File: config.mk
export PLATFORM = sky130hd
export DESIGN_NAME = fetch_unit
export DESIGN_NICKNAME = d
export VERILOG_FILES = /design/src/rtl/fetch_pkg.sv /design/src/rtl/fetch_buffer.sv /design/src/rtl/fetch_unit.sv
export SDC_FILE = /design/constraint.sdc
export NUM_CORES = 1
export LEC_CHECK = 0
export CORE_MARGIN = 2
export CORE_UTILIZATION = 50
export CTS_BUF_LIST = sky130_fd_sc_hd__clkbuf_4 sky130_fd_sc_hd__clkbuf_8
export DETAILED_ROUTE_END_ITERATION = 8
export GPL_ROUTABILITY_DRIVEN = 1
export HOLD_SLACK_MARGIN = 0.15
export PLACE_DENSITY = 0.84
export SYNTH_ARGS = -nofsm -noshare
export SYNTH_HDL_FRONTEND = slang
export SYNTH_SLANG_ARGS = --single-unit
File: constraint.sdc
create_clock -name clk -period 2.8 [get_ports clk]
set_clock_uncertainty 0.05 [all_clocks]
set_input_delay 0.56 -clock clk [delete_from_list [all_inputs] [get_ports clk]]
set_output_delay 0.56 -clock clk [all_outputs]
set_load 0.02 [all_outputs]
File: src/rtl/fetch_pkg.sv
// rtl/fetch_pkg.sv - shared types and constants for the instruction fetch stage
package fetch_pkg;

    localparam int XLEN        = 32;
    localparam int INSTR_BYTES = 4;

    localparam logic [XLEN-1:0] RESET_PC_DEFAULT = 32'h0000_0000;

    typedef struct packed {
        logic [XLEN-1:0] pc;
        logic [XLEN-1:0] instr;
        logic            filled;
    } fetch_entry_t;

    function automatic logic [XLEN-1:0] next_seq_pc(input logic [XLEN-1:0] pc);
        return pc + XLEN'(INSTR_BYTES);
    endfunction

endpackage

File: src/rtl/fetch_buffer.sv
// rtl/fetch_buffer.sv - circular reservation buffer tracking in-order fetch responses
module fetch_buffer
    import fetch_pkg::*;
#(
    parameter int DEPTH = 4,
    localparam int PW   = $clog2(DEPTH),
    localparam int CW   = $clog2(DEPTH) + 1
) (
    input  logic            clk,
    input  logic            reset,
    input  logic            alloc,
    input  logic [XLEN-1:0] alloc_pc,
    input  logic            fill,
    input  logic [XLEN-1:0] fill_instr,
    input  logic            pop,
    input  logic            flush,
    output logic            head_valid,
    output logic [XLEN-1:0] head_pc,
    output logic [XLEN-1:0] head_instr,
    output logic [CW-1:0]   count,
    output logic [CW-1:0]   pending
);

    fetch_entry_t entries [DEPTH];
    logic [PW-1:0] head;
    logic [PW-1:0] tail;
    logic [PW-1:0] fptr;

    // Unfilled entries are always the contiguous run from fptr up to tail,
    // because responses come back in request order.
    always_ff @(posedge clk or negedge reset) begin
        if (!reset) begin
            for (int i = 0; i < DEPTH; i++) begin
                entries[i] <= '0;
            end
            head    <= '0;
            tail    <= '0;
            fptr    <= '0;
            count   <= '0;
            pending <= '0;
        end else if (flush) begin
            head    <= '0;
            tail    <= '0;
            fptr    <= '0;
            count   <= '0;
            pending <= '0;
        end else begin
            if (alloc) begin
                entries[tail] <= '{pc: alloc_pc, instr: '0, filled: 1'b0};
                tail          <= tail + PW'(1);
            end
            if (fill) begin
                entries[fptr].instr  <= fill_instr;
                entries[fptr].filled <= 1'b1;
                fptr                 <= fptr + PW'(1);
            end
            if (pop) begin
                head <= head + PW'(1);
            end
            count   <= count + CW'(alloc) - CW'(pop);
            pending <= pending + CW'(alloc) - CW'(fill);
        end
    end

    assign head_valid = (count != '0) && entries[head].filled;
    assign head_pc    = entries[head].pc;
    assign head_instr = entries[head].instr;

endmodule

File: src/rtl/fetch_unit.sv
// rtl/fetch_unit.sv - next-PC selection, imem request gating and stale-response dropping
module fetch_unit
    import fetch_pkg::*;
#(
    parameter int              DEPTH    = 4,
    parameter logic [XLEN-1:0] RESET_PC = RESET_PC_DEFAULT
) (
    input  logic            clk,
    input  logic            reset,
    input  logic [XLEN-1:0] pc_in,
    output logic [XLEN-1:0] pc_next,
    input  logic            redirect_valid,
    input  logic [XLEN-1:0] redirect_pc,
    output logic            imem_req,
    output logic [XLEN-1:0] imem_addr,
    input  logic            imem_gnt,
    input  logic            imem_rvalid,
    input  logic [XLEN-1:0] imem_rdata,
    output logic            ifid_valid,
    input  logic            ifid_ready,
    output logic [XLEN-1:0] ifid_instr,
    output logic [XLEN-1:0] ifid_pc,
    output logic            fetch_misaligned
);

    localparam int CW = $clog2(DEPTH) + 1;
    // Outstanding drops plus in-flight requests never exceed 2*DEPTH.
    localparam int DW = $clog2(DEPTH) + 2;

    logic [CW-1:0] count;
    logic [CW-1:0] pending;
    logic [DW-1:0] drop_cnt;
    logic          misaligned;
    logic          drop_stall;
    logic          grant;
    logic          fill;
    logic          pop;
    logic          rv_consumed;

    assign misaligned       = pc_in[1:0] != 2'b00;
    assign drop_stall       = drop_cnt >= DW'(DEPTH);
    assign fetch_misaligned = reset && misaligned;
    assign imem_addr        = pc_in;

    assign imem_req = reset && !redirect_valid && (count < CW'(DEPTH))
                      && !misaligned && !drop_stall;
    assign grant    = imem_req && imem_gnt;
    assign fill     = imem_rvalid && (drop_cnt == '0) && (pending != '0);
    assign pop      = ifid_valid && ifid_ready;

    // A response that has nowhere to go and nothing to drop is ignored.
    assign rv_consumed = imem_rvalid && ((drop_cnt != '0) || (pending != '0));

    always_comb begin
        pc_next = pc_in;
        if (!reset) begin
            pc_next = RESET_PC;
        end else if (redirect_valid) begin
            pc_next = redirect_pc;
        end else if (grant) begin
            pc_next = next_seq_pc(pc_in);
        end
    end

    always_ff @(posedge clk or negedge reset) begin
        if (!reset) begin
            drop_cnt <= '0;
        end else if (redirect_valid) begin
            drop_cnt <= drop_cnt + DW'(pending) - DW'(rv_consumed);
        end else if (imem_rvalid && (drop_cnt != '0)) begin
            drop_cnt <= drop_cnt - DW'(1);
        end
    end

    fetch_buffer #(.DEPTH(DEPTH)) u_buffer (
        .clk        (clk),
        .reset      (reset),
        .alloc      (grant),
        .alloc_pc   (pc_in),
        .fill       (fill),
        .fill_instr (imem_rdata),
        .pop        (pop),
        .flush      (redirect_valid),
        .head_valid (ifid_valid),
        .head_pc    (ifid_pc),
        .head_instr (ifid_instr),
        .count      (count),
        .pending    (pending)
    );

    a_no_orphan_rvalid: assert property (@(posedge clk) disable iff (!reset)
        !(imem_rvalid && (drop_cnt == '0) && (pending == '0)));

endmodule

==> results of run 1 <==
## cells by family after synthesis
| kind of cell | Yosys count |
|---|---|
| AO/OA/AOI/OAI | 224 |
| XOR/XNOR | 39 |
| adder cells (fa/ha/maj) | 22 |
| buffers and inverters | 155 |
| flip-flops | 276 |
| multiplexers | 166 |
| AND/OR/NAND/NOR | 405 |
## per-stage QoR
| step | utilization, % | power, mW | worst slack (ps) | hold slack (ps) |
|---|---|---|---|---|
| after floorplan | - | 5.51 | 164 | 214 |
| after global placement | 62.4 | 6.59 | -755 | 406 |
| after detailed placement | 62.4 | 6.66 | -782 | 411 |
| after CTS | 67.5 | 10.3 | -201 | 201 |
| after global routing | 68.2 | 10.8 | -299 | 236 |
| final | 68.2 | 10.4 | -232 | 202 |
## power groups by stage
| stage | Sequential, mW | Clock (mW) | Combinational (mW) |
|---|---|---|---|
| 6_report | 4.37 | 3.72 | 2.28 |
| 3_3_place_gp | 4.40 | 0 | 2.18 |
| 3_5_place_dp | 4.42 | 0 | 2.23 |
| 2_1_floorplan | 4.39 | 0 | 1.12 |
| 4_1_cts | 4.36 | 3.75 | 2.18 |
| 5_1_grt | 4.39 | 3.93 | 2.45 |
## worst max-delay path: cells and delay by family
kind | cells | cell delay (ps)
AOI/OAI and AO/OA | 1 | 140
buffers and inverters | 4 | 1020
and+or+nand+nor | 3 | 460
muxes | 1 | 230
## final timing paths
path                                     start                     to  slack (ps)  cells past startpoint
min                                      reset  u_buffer.entries[161]         200                      2
min reg2reg                u_buffer.entries[0]    u_buffer.entries[0]         420                      1
max                                   imem_gnt            pc_next[31]        -230                      9
max reg2reg                   u_buffer.head[1]      u_buffer.count[2]         100                     11
min in group clk                     pc_in[22]              flip-flop         400                      3
max in group asynchronous                reset    u_buffer.entries[8]        1000                      3
## timing repair
item | CTS | global route
endpoints found under the hold margin | 13 | 0
hold buffers | 2 | 0
gates cloned | 5 | 3
setup endpoints to repair | 98 | 76
resized for setup | 366 | 111
pin swaps | 28 | 42
buffers inserted | 21 | 13
## cells in the mapped netlist (4+ instances only)
| cell type | number | area [µm²] |
|---|---|---|
| and4_1 | 4 | 35.0 |
| and2_1 | 14 | 87.6 |
| inv_1 | 28 | 105 |
| xnor2_1 | 28 | 245 |
| nand3_1 | 39 | 195 |
| o211a_1 | 5 | 50.1 |
| dfrtp_1 | 276 | 6910 |
| mux2i_1 | 9 | 90.1 |
| mux2_1 | 63 | 709 |
| buf_2 | 21 | 105 |
| buf_4 | 47 | 353 |
| nand4_1 | 6 | 37.5 |
| a21o_1 | 4 | 30.0 |
| clkbuf_1 | 47 | 176 |
| nor2_1 | 20 | 75.1 |
| buf_1 | 6 | 22.5 |
| o21ai_1 | 5 | 25.0 |
| a21oi_1 | 57 | 285 |
| mux4_2 | 65 | 1460 |
| nand2_1 | 277 | 1040 |
| ha_1 | 19 | 238 |
| nor3_1 | 12 | 60.1 |
| and3_1 | 6 | 37.5 |
| buf_6 | 6 | 67.6 |
| xor2_1 | 11 | 96.3 |
| mux2_2 | 29 | 327 |
| nor2b_1 | 5 | 31.3 |
| o21ai_0 | 142 | 711 |
## per-layer routing
metal  track usage, %  up-vias
met1             37.3     5787
li1                 -     5064
met4             14.5        0
met3             5.41      187
met5                0        -
met2             46.2      661
## cell type report
class | instances | area (µm²)
Clock buffer | 66 | 840
Timing Repair Buffer | 392 | 3800
Tap cell | 378 | 473
Multi-Input combinational cell | 856 | 6610
Clock inverter | 10 | 113
Sequential cell | 276 | 6910
Inverter | 28 | 105
Fill cell | 1898 | 8770
==> metrics.cfg, run 1 <==
[status]
status = finished with violations
failed_checks = setup timing

[logic_synthesis]
synth_top_family_by_area = multiplexers
seq_area_frac_synth_pct = 49.4
synth_edf_count = 0
synthSimpleGateAreaFrac_pct = 13.0
synthDistinctLibCells = 48
syn_avg_cell_area_um2 = 10.9
synth_area_mm2 = 0.0140
synth_compound_area_share_pct = 8.51
synth_nets = 1411
ys_ff_latch = 276
synth_mux_area_share_pct = 18.5
ys.flop_type = dfrtp_1
synthArstFlopShare_pct = 100
ys.warnings.count = 0
synthXorXnorAreaFrac_pct = 2.45
synth-adder-area-share_pct = 2.13
syn_inst = 1287

[clock_network]
htreeDepth = 2
clk_latency_ps = 550
cts_buffers = 44
path_clk_slew_ps = 60
cts_root_buffer = clkbuf_8
cts_tree = done
cts_sinks = 276
cts.path.max_buffers = 3

[flow_run]
maxCapViolCount = 0

[power]
worst_ir_drop_vdd_mv = 0.318
power.internal_mw = 7.41
pwr-share-clk_pct = 35.8
seq_power_share_pct = 42.2
p_sw_mw = 2.97
combPwrFrac_pct = 22.0
static-leakage-power_nw = 8.89
switching_share_pct = 28.6
power_density_mw_per_mm2 = 550

[global_routing]
antenna_found_initial = 0
grt_pass1_wl_mm = 64.9
overflow = 0
grt_pass1_vias = 12100
gr-usage-all-layers_pct = 28.7
grt_max_degree = 79

[die]
die-width_um = 171
dieArea_mm2 = 0.0293
rows = 61
die_h_um = 171
coreArea_mm2 = 0.0276
io_pins = 233
start_util_pct = 50.6

[worst_setup_path]
cp_slowest_cell = clkdlybuf4s50_1
crit_path_max_fanout = 5
path_cells = clkdlybuf4s50_1 -> and4_1 -> nand4_1 -> buf_6 -> buf_12 -> nor3_4 -> mux2i_1 -> o211ai_1 -> buf_4
max_stage_delay_ps = 540
crit_required_ps = 2190
worst-setup-path-type = in2out
cp.arrival_ps = 2420
worstSetupEndpointType = output port
critPathLaunchType = input pin

[timing]
finalSetupViolCount = 25
worst_pin_slew_ps = 986
hold_viol = 0
rsz0062_at_grt = true
fin_crit_sh_pct = 108
maxSlewViolCount = 0
min_period_ps = 3030
fmax_ghz = 0.330
worst_slack_ps = -232
tns_ps = -2360
slew_headroom_pct = 34.3

[place]
place_area_mm2 = 0.0172
gp_congestion = 0.885
portBuffers = 232
place_inst = 1889
dpl.hpwl_mm = 26.2

[route]
met2_wirelength_mm = 20.8
met1_length_mm = 16.5
wl_per_cell_um = 21.4
top_layer = met4
wl_met3_mm = 3.29
drc_errors = 0
drt_wl_total_mm = 42.9
antenna_left = 0
via_per_inst = 5.83
vias = 11700
drt-pass1-iter-count = 7
drt_iter0_drc = 1334

[finish]
diodes = 0
mostFrequentLayoutCell = nand2_1
most-common-layout-cells = nand2_1 (275), dfrtp_1 (274), o21ai_0 (141), buf_4 (139), clkdlybuf4s50_1 (116)
design_area_mm2 = 0.0189
syn_to_final_growth_pct = 35.0
stdcell_count = 2006
final_nets = 1722
drive_above_1_share_pct = 28.9

[min_path]
holdCritPathClass = in2async

(Power assumes the default switching activity.)
==> run 2: changes to the inputs <==
- CORE_UTILIZATION: 50 -> 40
- PLACE_DENSITY: 0.84 -> 0.72
==> run 2 against run 1 <==
  * The run still ends with setup timing left
  * Setup slack improved by 68 ps
  * Hold slack gained 75 ps
  * Final cell count is 4.3% higher
  * Combinational power is 4% lower
  * Wire length is 3.6% lower
  * Critical endpoint is now pc_next[16]
  * Largest power group unchanged
  * Highest routed layer unchanged
==> metrics.cfg, run 2 (synthesis results as in run 1) <==
[status]
status = finished with violations
failed_checks = setup timing

[worst_setup_path]
worst-setup-path-type = in2out
critPathLaunchType = input pin
crit_required_ps = 2190
cp.arrival_ps = 2350
crit_path_max_fanout = 4
worstSetupEndpointType = output port

[finish]
most-common-layout-cells = nand2_1 (275), dfrtp_1 (274), o21ai_0 (142), buf_4 (134), clkdlybuf4s50_1 (123)
final_nets = 1734
syn_to_final_growth_pct = 36.5
nFillCells = 2852
final_core_util_pct = 55.3
mostFrequentLayoutCell = nand2_1
stdcell_count = 2093
design_area_mm2 = 0.0191
drive_above_1_share_pct = 30.1

[die]
start_util_pct = 40.5
rows = 68
die_h_um = 191
io_pins = 233
die-width_um = 191
coreArea_mm2 = 0.0345
dieArea_mm2 = 0.0364

[clock_network]
htreeDepth = 2
path_clk_slew_ps = 60
cts_root_buffer = clkbuf_8
cts_sinks = 276
cts_buffers = 48
cts.path.max_buffers = 3
cts_tree = done
clk_latency_ps = 570

[min_path]
holdCritPathClass = in2async

[route]
drt-pass1-iter-count = 5
drt_iter0_drc = 631
antenna_left = 0
drc_errors = 0
wl_per_cell_um = 19.7
vias = 11200
via_per_inst = 5.33
drt_wl_total_mm = 41.3

[global_routing]
grt_pass1_vias = 11800
antenna_found_initial = 2
busiest_layer = met2
grt.met3_usage_pct = 3.92
grt_max_degree = 149
gr-usage-all-layers_pct = 22.4
grt_pass1_wl_mm = 64.1
use_met2_pct = 37.2
overflow = 0
grtUsageMet1_pct = 29.5

[timing]
maxSlewViolCount = 0
worst_pin_slew_ps = 904
fmax_ghz = 0.337
worst_slack_ps = -164
hold_viol = 0
fin_crit_sh_pct = 106
slew_headroom_pct = 39.7
finalSetupViolCount = 22
tns_ps = -1880
rsz0062_at_grt = true
holdWs_ps = 277
min_period_ps = 2960

[power]
combPwrFrac_pct = 21.4
power_density_mw_per_mm2 = 536
p_total_mw = 10.2
seq_power_share_pct = 42.7
worst_ir_drop_vdd_mv = 0.259
pwr-share-clk_pct = 35.9
switching_share_pct = 28.5
power.internal_mw = 7.31
static-leakage-power_nw = 8.92
p_sw_mw = 2.91

[place]
place_inst = 1971
place_area_mm2 = 0.0175
dpl.hpwl_mm = 25.9
gp_congestion = 0.883
portBuffers = 232
pre_cts_ws_ps = -842

[flow_run]
maxCapViolCount = 0

run 2: cell count changes in the layout (fill, tap and decap cells not counted), sizes merged, moves of 2 or more:
cell | previous run | this run
bufinv | 2 | 0
clkbuf | 92 | 77
clkdlybuf4s50 | 116 | 123
diode | 0 | 2
clkinv | 5 | 3
dlygate4sd3 | 2 | 0
dlygate4sd2 | 19 | 7
dlymetal6s2s | 11 | 6
buf | 203 | 252
clkdlybuf4s15 | 14 | 6
run 2: repair_timing:
item,4_1_cts,5_1_grt
buffers inserted,21,18
gates resized for setup,457,82
pin swaps,33,24
gates cloned,4,3
hold endpoints to repair,0,0
hold buffers,0,0
endpoints found under the setup margin,98,59
run 2: power by group through the flow:
stage	logic [mW]	registers (mW)	clock network, mW
floorplan	1.12	4.39	0
global placement	2.22	4.41	0
detailed placement	2.26	4.42	0
CTS	2.10	4.36	3.74
global route	2.34	4.39	3.94
finish	2.18	4.36	3.67
run 2: layout make-up:
type | instances | area (µm²) | area share, %
Multi-Input combinational cell | 856 | 6610 | 34.7
Tap cell | 455 | 569 | 2.99
Clock inverter | 5 | 31.3 | 0.164
Sequential cell | 276 | 6910 | 36.3
Timing Repair Buffer | 400 | 3920 | 20.6
Antenna cell | 2 | 5.00 | 0.0262
Inverter | 28 | 105 | 0.551
Clock buffer | 71 | 915 | 4.80
run 2: worst paths after layout:
kind | to | start | slack (ps) | cells past startpoint
setup / recovery | pc_next[16] | redirect_valid | -160 | 11
hold / removal | async pin | reset | 280 | 3
setup reg to reg | drop_cnt[3] | drop_cnt[0] | 150 | 13
hold reg to reg | flip-flop | flip-flop | 430 | 2
max in group asynchronous | u_buffer.entries[29] | reset | 1280 | 4
min in group clk | flip-flop | pc_in[11] | 390 | 3
run 2: per-layer routing:
| metal | up-vias | share of wire (%) | wire length (µm) |
|---|---|---|---|
| li1 | 5083 | - | - |
| met1 | 5595 | 41 | 17100 |
| met2 | 391 | 49 | 20400 |
| met3 | 84 | 6.1 | 2510 |
| met4 | 0 | 3.2 | 1340 |
| met5 | - | 0 | 0 |
run 2: worst max-delay path, stage by stage:
cell and delay (ps):
dlygate4sd2_1 290, nor4b_4 240, buf_4 180, buf_4 130
nand4_4 90, buf_4 170, buf_16 140, nor2_4 120
xnor2_1 80, o211a_1 210, buf_6 130
==> run 3: changes to the inputs <==
- CAP_MARGIN: unset -> 25
==> results of run 3 <==
Same layout as run 2: the final DEF is identical, and so are final timing and power.
